$ cat config.mk
export PLATFORM = sky130hd
export DESIGN_NAME = mult_div_unit
export DESIGN_NICKNAME = d
export VERILOG_FILES = /design/src/rtl/mult_div_unit.sv
export SDC_FILE = /design/constraint.sdc
export NUM_CORES = 1
export LEC_CHECK = 0
export BUFFER_PORTS_ARGS = -buffer_cell sky130_fd_sc_hd__buf_2
export CAP_MARGIN = 25
export CORE_MARGIN = 1
export CORE_UTILIZATION = 30
export DETAILED_ROUTE_END_ITERATION = 8
export GPL_TIMING_DRIVEN = 0
export PLACE_DENSITY = 0.48
export SYNTH_ARGS = -nofsm -noshare
export SYNTH_HDL_FRONTEND = slang
export SYNTH_SLANG_ARGS = --single-unit
$ cat constraint.sdc
create_clock -name Clk -period 8.1 [get_ports Clk]
set_input_delay 0.81 -clock Clk [delete_from_list [all_inputs] [get_ports Clk]]
set_output_delay 0.81 -clock Clk [all_outputs]
set_load 0.005 [all_outputs]
$ cat src/rtl/mult_div_unit.sv
// mult_div_unit: iterative multiply/divide unit with HI/LO result registers.
// Sits directly downstream of the register file and serves MULT/MULTU/DIV/DIVU.
// Results land in Hi/Lo only when an operation finishes. MTHI/MTLO can write
// Hi/Lo directly through BusW.
//
// Ports:
//   Clk        clock; all state changes on the rising edge
//   Rst        synchronous active-high reset; overrides everything
//   Start      begin an operation (sampled only while idle)
//   Op[1:0]    00 MULT, 01 MULTU, 10 DIV, 11 DIVU
//   BusA       multiplicand / dividend
//   BusB       multiplier / divisor
//   BusW       write data for MTHI/MTLO
//   HiWr/LoWr  write BusW into Hi/Lo (ignored while Busy)
//   Busy       operation in progress (registered)
//   Done       one-cycle pulse: Hi/Lo were updated on this edge
//   Hi/Lo      upper product / remainder, lower product / quotient
//
// state  | meaning
// S_IDLE | waiting for Start; MTHI/MTLO writes allowed
// S_MUL  | shift-add, one multiplier bit per cycle
// S_DIV  | restoring divide, one quotient bit per cycle
// S_FIN  | sign correction and Hi/Lo write, Done pulse
module mult_div_unit #(
   parameter int WIDTH = 32
) (
   input  logic             Clk,
   input  logic             Rst,
   input  logic             Start,
   input  logic [1:0]       Op,
   input  logic [WIDTH-1:0] BusA,
   input  logic [WIDTH-1:0] BusB,
   input  logic [WIDTH-1:0] BusW,
   input  logic             HiWr,
   input  logic             LoWr,
   output logic             Busy,
   output logic             Done,
   output logic [WIDTH-1:0] Hi,
   output logic [WIDTH-1:0] Lo
);

   localparam int CW = $clog2(WIDTH + 1);
   localparam logic [CW-1:0] CNT_LOAD = CW'(WIDTH - 1);

   typedef enum logic [1:0] {S_IDLE, S_MUL, S_DIV, S_FIN} state_t;

   state_t state_q, state_d;

   logic [CW-1:0]    cnt_q;
   logic [WIDTH-1:0] acc_hi_q;
   logic [WIDTH-1:0] acc_lo_q;
   logic [WIDTH-1:0] opb_q;
   logic [WIDTH-1:0] raw_a_q;
   logic             neg_lo_q;
   logic             neg_hi_q;
   logic             is_div_q;
   logic             div_zero_q;

   // operand magnitudes; the unsigned WIDTH-bit negate of the most negative
   // value is exact, so 0x80000000 needs no extra handling
   logic             signed_op, a_neg, b_neg;
   logic [WIDTH-1:0] mag_a, mag_b;

   always_comb begin
      signed_op = ~Op[0];
      a_neg     = signed_op & BusA[WIDTH-1];
      b_neg     = signed_op & BusB[WIDTH-1];
      mag_a     = a_neg ? -BusA : BusA;
      mag_b     = b_neg ? -BusB : BusB;
   end

   // multiply step: acc_lo holds the remaining multiplier bits, the product
   // grows into acc_hi from the top and the pair is shifted right each cycle
   logic [WIDTH:0]   mul_sum;
   // divide step: acc_hi is the partial remainder, acc_lo shifts the dividend
   // out and the quotient in
   logic [WIDTH:0]   div_shift;
   logic             div_ge;
   logic [WIDTH-1:0] div_diff;

   always_comb begin
      mul_sum   = {1'b0, acc_hi_q} + (acc_lo_q[0] ? {1'b0, opb_q} : '0);
      div_shift = {acc_hi_q, acc_lo_q[WIDTH-1]};
      div_ge    = div_shift >= {1'b0, opb_q};
      div_diff  = div_shift[WIDTH-1:0] - opb_q;
   end

   logic [2*WIDTH-1:0] prod, prod_fix;
   logic [WIDTH-1:0]   quo_fix, rem_fix, res_hi, res_lo;

   always_comb begin
      prod     = {acc_hi_q, acc_lo_q};
      prod_fix = neg_lo_q ? -prod : prod;
      quo_fix  = neg_lo_q ? -acc_lo_q : acc_lo_q;
      rem_fix  = neg_hi_q ? -acc_hi_q : acc_hi_q;
      if (div_zero_q) begin
         res_hi = raw_a_q;
         res_lo = '1;
      end else if (is_div_q) begin
         res_hi = rem_fix;
         res_lo = quo_fix;
      end else begin
         res_hi = prod_fix[2*WIDTH-1:WIDTH];
         res_lo = prod_fix[WIDTH-1:0];
      end
   end

   always_comb begin
      state_d = state_q;
      unique case (state_q)
         S_IDLE:  if (Start) state_d = Op[1] ? S_DIV : S_MUL;
         S_MUL:   if (cnt_q == '0) state_d = S_FIN;
         S_DIV:   if (div_zero_q || cnt_q == '0) state_d = S_FIN;
         S_FIN:   state_d = S_IDLE;
         default: state_d = S_IDLE;
      endcase
   end

   always_ff @(posedge Clk) begin
      if (Rst) begin
         state_q <= S_IDLE;
         Busy    <= 1'b0;
         Done    <= 1'b0;
      end else begin
         state_q <= state_d;
         Busy    <= (state_d != S_IDLE);
         Done    <= (state_q == S_FIN);
      end
   end

   always_ff @(posedge Clk) begin
      if (Rst) begin
         cnt_q      <= '0;
         acc_hi_q   <= '0;
         acc_lo_q   <= '0;
         opb_q      <= '0;
         raw_a_q    <= '0;
         neg_lo_q   <= 1'b0;
         neg_hi_q   <= 1'b0;
         is_div_q   <= 1'b0;
         div_zero_q <= 1'b0;
         Hi         <= '0;
         Lo         <= '0;
      end else begin
         unique case (state_q)
            S_IDLE: begin
               if (HiWr) Hi <= BusW;
               if (LoWr) Lo <= BusW;
               if (Start) begin
                  cnt_q      <= CNT_LOAD;
                  acc_hi_q   <= '0;
                  acc_lo_q   <= mag_a;
                  opb_q      <= mag_b;
                  raw_a_q    <= BusA;
                  neg_lo_q   <= a_neg ^ b_neg;
                  neg_hi_q   <= a_neg;
                  is_div_q   <= Op[1];
                  div_zero_q <= Op[1] && (BusB == '0);
               end
            end
            S_MUL: begin
               acc_hi_q <= mul_sum[WIDTH:1];
               acc_lo_q <= {mul_sum[0], acc_lo_q[WIDTH-1:1]};
               cnt_q    <= cnt_q - CW'(1);
            end
            S_DIV: begin
               if (!div_zero_q) begin
                  acc_hi_q <= div_ge ? div_diff : div_shift[WIDTH-1:0];
                  acc_lo_q <= {acc_lo_q[WIDTH-2:0], div_ge};
                  cnt_q    <= cnt_q - CW'(1);
               end
            end
            S_FIN: begin
               Hi <= res_hi;
               Lo <= res_lo;
            end
            default: ;
         endcase
      end
   end

endmodule
==> results.md <==
* Outcome: complete, no violations
* Clk pin slew, worst setup/hold paths at 60 ps
* Dpl cells at 2,940
* Avg Cell Area, Syn at 7.365 sq um
* Global-route wire length before repair at 103,800 um
* Initial antenna violation count at 1
* Worst slew margin at 0.2826
* Share of cells above drive strength 1 at 0.1092
* Max Clk Rate at 225.9 MHz
* Final setup viols at 0
* Number of synthesized flops with an enable pin at 0
* Final wirelength at 70,570 um
* Post-synth top flop: dfxtp_1
* Hold buffers post-CTS at 0
* CTS tree: done
* Die area at 52,470 sq um
* First-pass DRT Iterations at 6
* CP startpoint kind: flip-flop
* Crit end category: flip-flop
* Pins Over Slew Limit at 0
* Slew @ Worst Pin at 1076 ps
* Ys async rst share at 0
* Root Buffer Master: clkbuf_16
* CTS Buf Count at 27
* Crit-path most repeated cell: nand2_1
* Synthesized cell area at 15,470 sq um
* I/O Buffers at 167
* H-tree depth at 1
* Bufs on Longest Clock Path at 3
* Post-Synthesis Cells at 2,100
* Leak at 0.006964 uW
* Crit Path Class: flip-flop to flip-flop
* Syn_nets at 2,280
* Max-Cap Viols at 0
* Final Hold Fails at 0
* Avg WL per Cell at 23.60 um
* Worst skew pair latency at 580 ps
* Std-Cell Rows at 82
* Post_cts resized at 0
* Routed vias/inst at 5.615
* Nets at 2,477
* Post-synth top area share at 0.2666
* Number of DRC markers in iteration 0 at 1,574
* Synth top area cells: dfxtp_1 27%, a21oi_1 7.9%, nand2_1 7.2%, ha_1 6.1%, xnor2_1 5.6%
* Vias at 16,790
* CTS sink cnt at 206
* CP peak stage delay at 810 ps
* Slowest-stage cell, CP: o41ai_1
* Tmin final at 4427 ps
* Post-route ant nets at 0
* Worst Path Max Fanout at 10
* Drt drc at 0
* Vias in the first global route at 16,020
* Num ports at 169
* GRT Overall Usage at 0.2602
* Setup TNS at 0 ps
* YS warnings at 0
* Unrepaired setup endpoints after global routing: false
* Die Y at 229.1 um
* Fin cells at 2,990
* Worst VDD drop at 0.0001455 V
* Worst Skew at 11.49 ps
* Largest net degree at the start of global routing at 14
* Netlist cell types at 75
* Hpwl dp at 57,450 um
* Hold/Removal Path Class: flip-flop to flip-flop
* Tcrit/Tclk final at 0.5466
* WP data required at 8570 ps
* PwrDens at 299.2 nW/um^2
* Final RePlAce weighted congestion at 0.9702
* Initial Util at 0.3064
* Synth Register Bits at 206
* Worst EP arrival at 4900 ps
* Post-CTS Setup Inserts at 0
* Die W at 229.1 um
* Cell taking the most area after synthesis: dfxtp_1
* Crit-path cells: inv_1 > clkbuf_1 > nor2_1 > ha_1 > a21oi_1 > nand2_1 > o21a_1 > o41ai_1 > o21ai_0 > a31oi_1 > xnor2_1 > nand2_1 > a221oi_1
* Core footprint at 50,480 sq um
* Sequential fraction of the synthesis area at 0.2666
* GRT overflow at 0
* P&R area growth vs syn at 17.09%
* Worst hold slack at 449.2 ps
routing by layer:
layer / vias to the layer above / GRT usage / part of all wire / wire (um)
met3: 118 / 0.03386 / 0.067 / 4726
li1: 8009 / - / - / -
met5: - / 0 / 0 / 0
met2: 648 / 0.4147 / 0.44 / 31100
met1: 8015 / 0.3541 / 0.45 / 31810
met4: 0 / 0.1019 / 0.042 / 2939
cells in the mapped netlist, types with 5 or more instances:
library cell and number:
xor2_1 71, a31oi_1 18, a22o_1 9, or3_1 17, and2_1 13, ha_1 75, a21o_1 25, nor4_1 14
nor2b_1 17, nand4_1 11, o21a_1 8, clkbuf_1 132, a221o_1 8, and3_1 10, xnor2_1 99, o21ai_0 93
a21oi_1 244, or4_1 14, nand2_1 297, a221oi_1 6, a311oi_1 13, o31ai_1 23, nor2_1 188, a2111oi_0 7
nor3_1 46, buf_1 10, o221ai_1 51, mux2i_1 26, nor4_2 5, a22oi_1 34, inv_1 70, o211ai_1 40
nand2b_1 21, dfxtp_1 206, and4_1 5, o21bai_1 6, nand3_1 22, o22ai_1 16, a211oi_1 49, o41ai_1 13
where the power goes:
group / leakage (uW) / internal (uW) / switching, uW / total, uW
sequential: 0.00169 / 1260 / 233 / 1490
combinational: 0.00481 / 865 / 1760 / 2620
clock: 0.000461 / 789 / 517 / 1310
state kept, by name (all words and copies together) (netlist names):
name        count
neg_hi_q        1
div_zero_q      1
neg_lo_q        1
Lo             32
opb_q          32
Busy            1
acc_lo_q       32
acc_hi_q       32
Done            1
Hi             32
is_div_q        1
raw_a_q        32
cnt_q           6
state_q         2
worst paths after layout:
kind	slack (ps)	start	end	cells after the start
setup / recovery	3670	acc_lo_q[0]	acc_hi_q[29]	13
hold / removal	450	Lo[15]	Lo[15]	2
setup reg to reg	3670	acc_lo_q[0]	acc_hi_q[29]	13
hold reg to reg	450	Lo[15]	Lo[15]	2
stage by stage:
step / setup slack [ps] / instance area, sq um / power (uW) / util
floorplan: 5028 / 15470 / 3127 / -
global placement: 3664 / 17140 / 4075 / 0.3396
detailed placement: 3679 / 17150 / 4089 / 0.3398
CTS: 3658 / 18110 / 5403 / 0.3587
global route: 3385 / 18110 / 5740 / 0.3587
finish: 3673 / 18110 / 5419 / 0.3587
cell usage in the layout, fill, tap and decap left out, types with 40 or more instances in the layout:
cell | Yosys | final
dfxtp_1 | 206 | 206
a211oi_1 | 49 | 49
buf_2 | 4 | 171
o221ai_1 | 51 | 51
xnor2_1 | 99 | 99
ha_1 | 75 | 75
o21ai_0 | 93 | 93
nor2_1 | 188 | 188
nor3_1 | 46 | 45
o211ai_1 | 40 | 40
clkbuf_1 | 132 | 132
nand2_1 | 297 | 297
a21oi_1 | 244 | 244
xor2_1 | 71 | 71
inv_1 | 70 | 70
layout make-up:
cell class	count	area, sq um
clock buffers	33	758.2
diodes	1	2.502
clock inverters	16	196.4
well taps	672	840.8
repair buffers	168	839.6
multi-input cells	1674	10500
flip-flops and latches	206	4124
plain buffers	150	588.1
fillers	5505	32370
inverters	70	262.8
cells by family after synthesis:
group           after synthesis  share of synthesized area
xor+xnor                    170                    0.09627
buf+inv                     220                    0.05501
simple gates                703                     0.2074
compound gates              694                     0.2916
mux                          30                    0.01974
fa+ha+maj                    77                    0.06326
flops                       206                     0.2666
critical path: cells and delay by family, from the launching register on:
kind | cells | cell delay (ps)
buffers and inverters | 2 | 640
AO/OA/AOI/OAI | 6 | 2400
flip-flops | 1 | 470
adder cells (fa/ha/maj) | 1 | 360
XOR/XNOR | 1 | 150
AND/OR/NAND/NOR | 3 | 300
(Power assumes the default switching activity.)
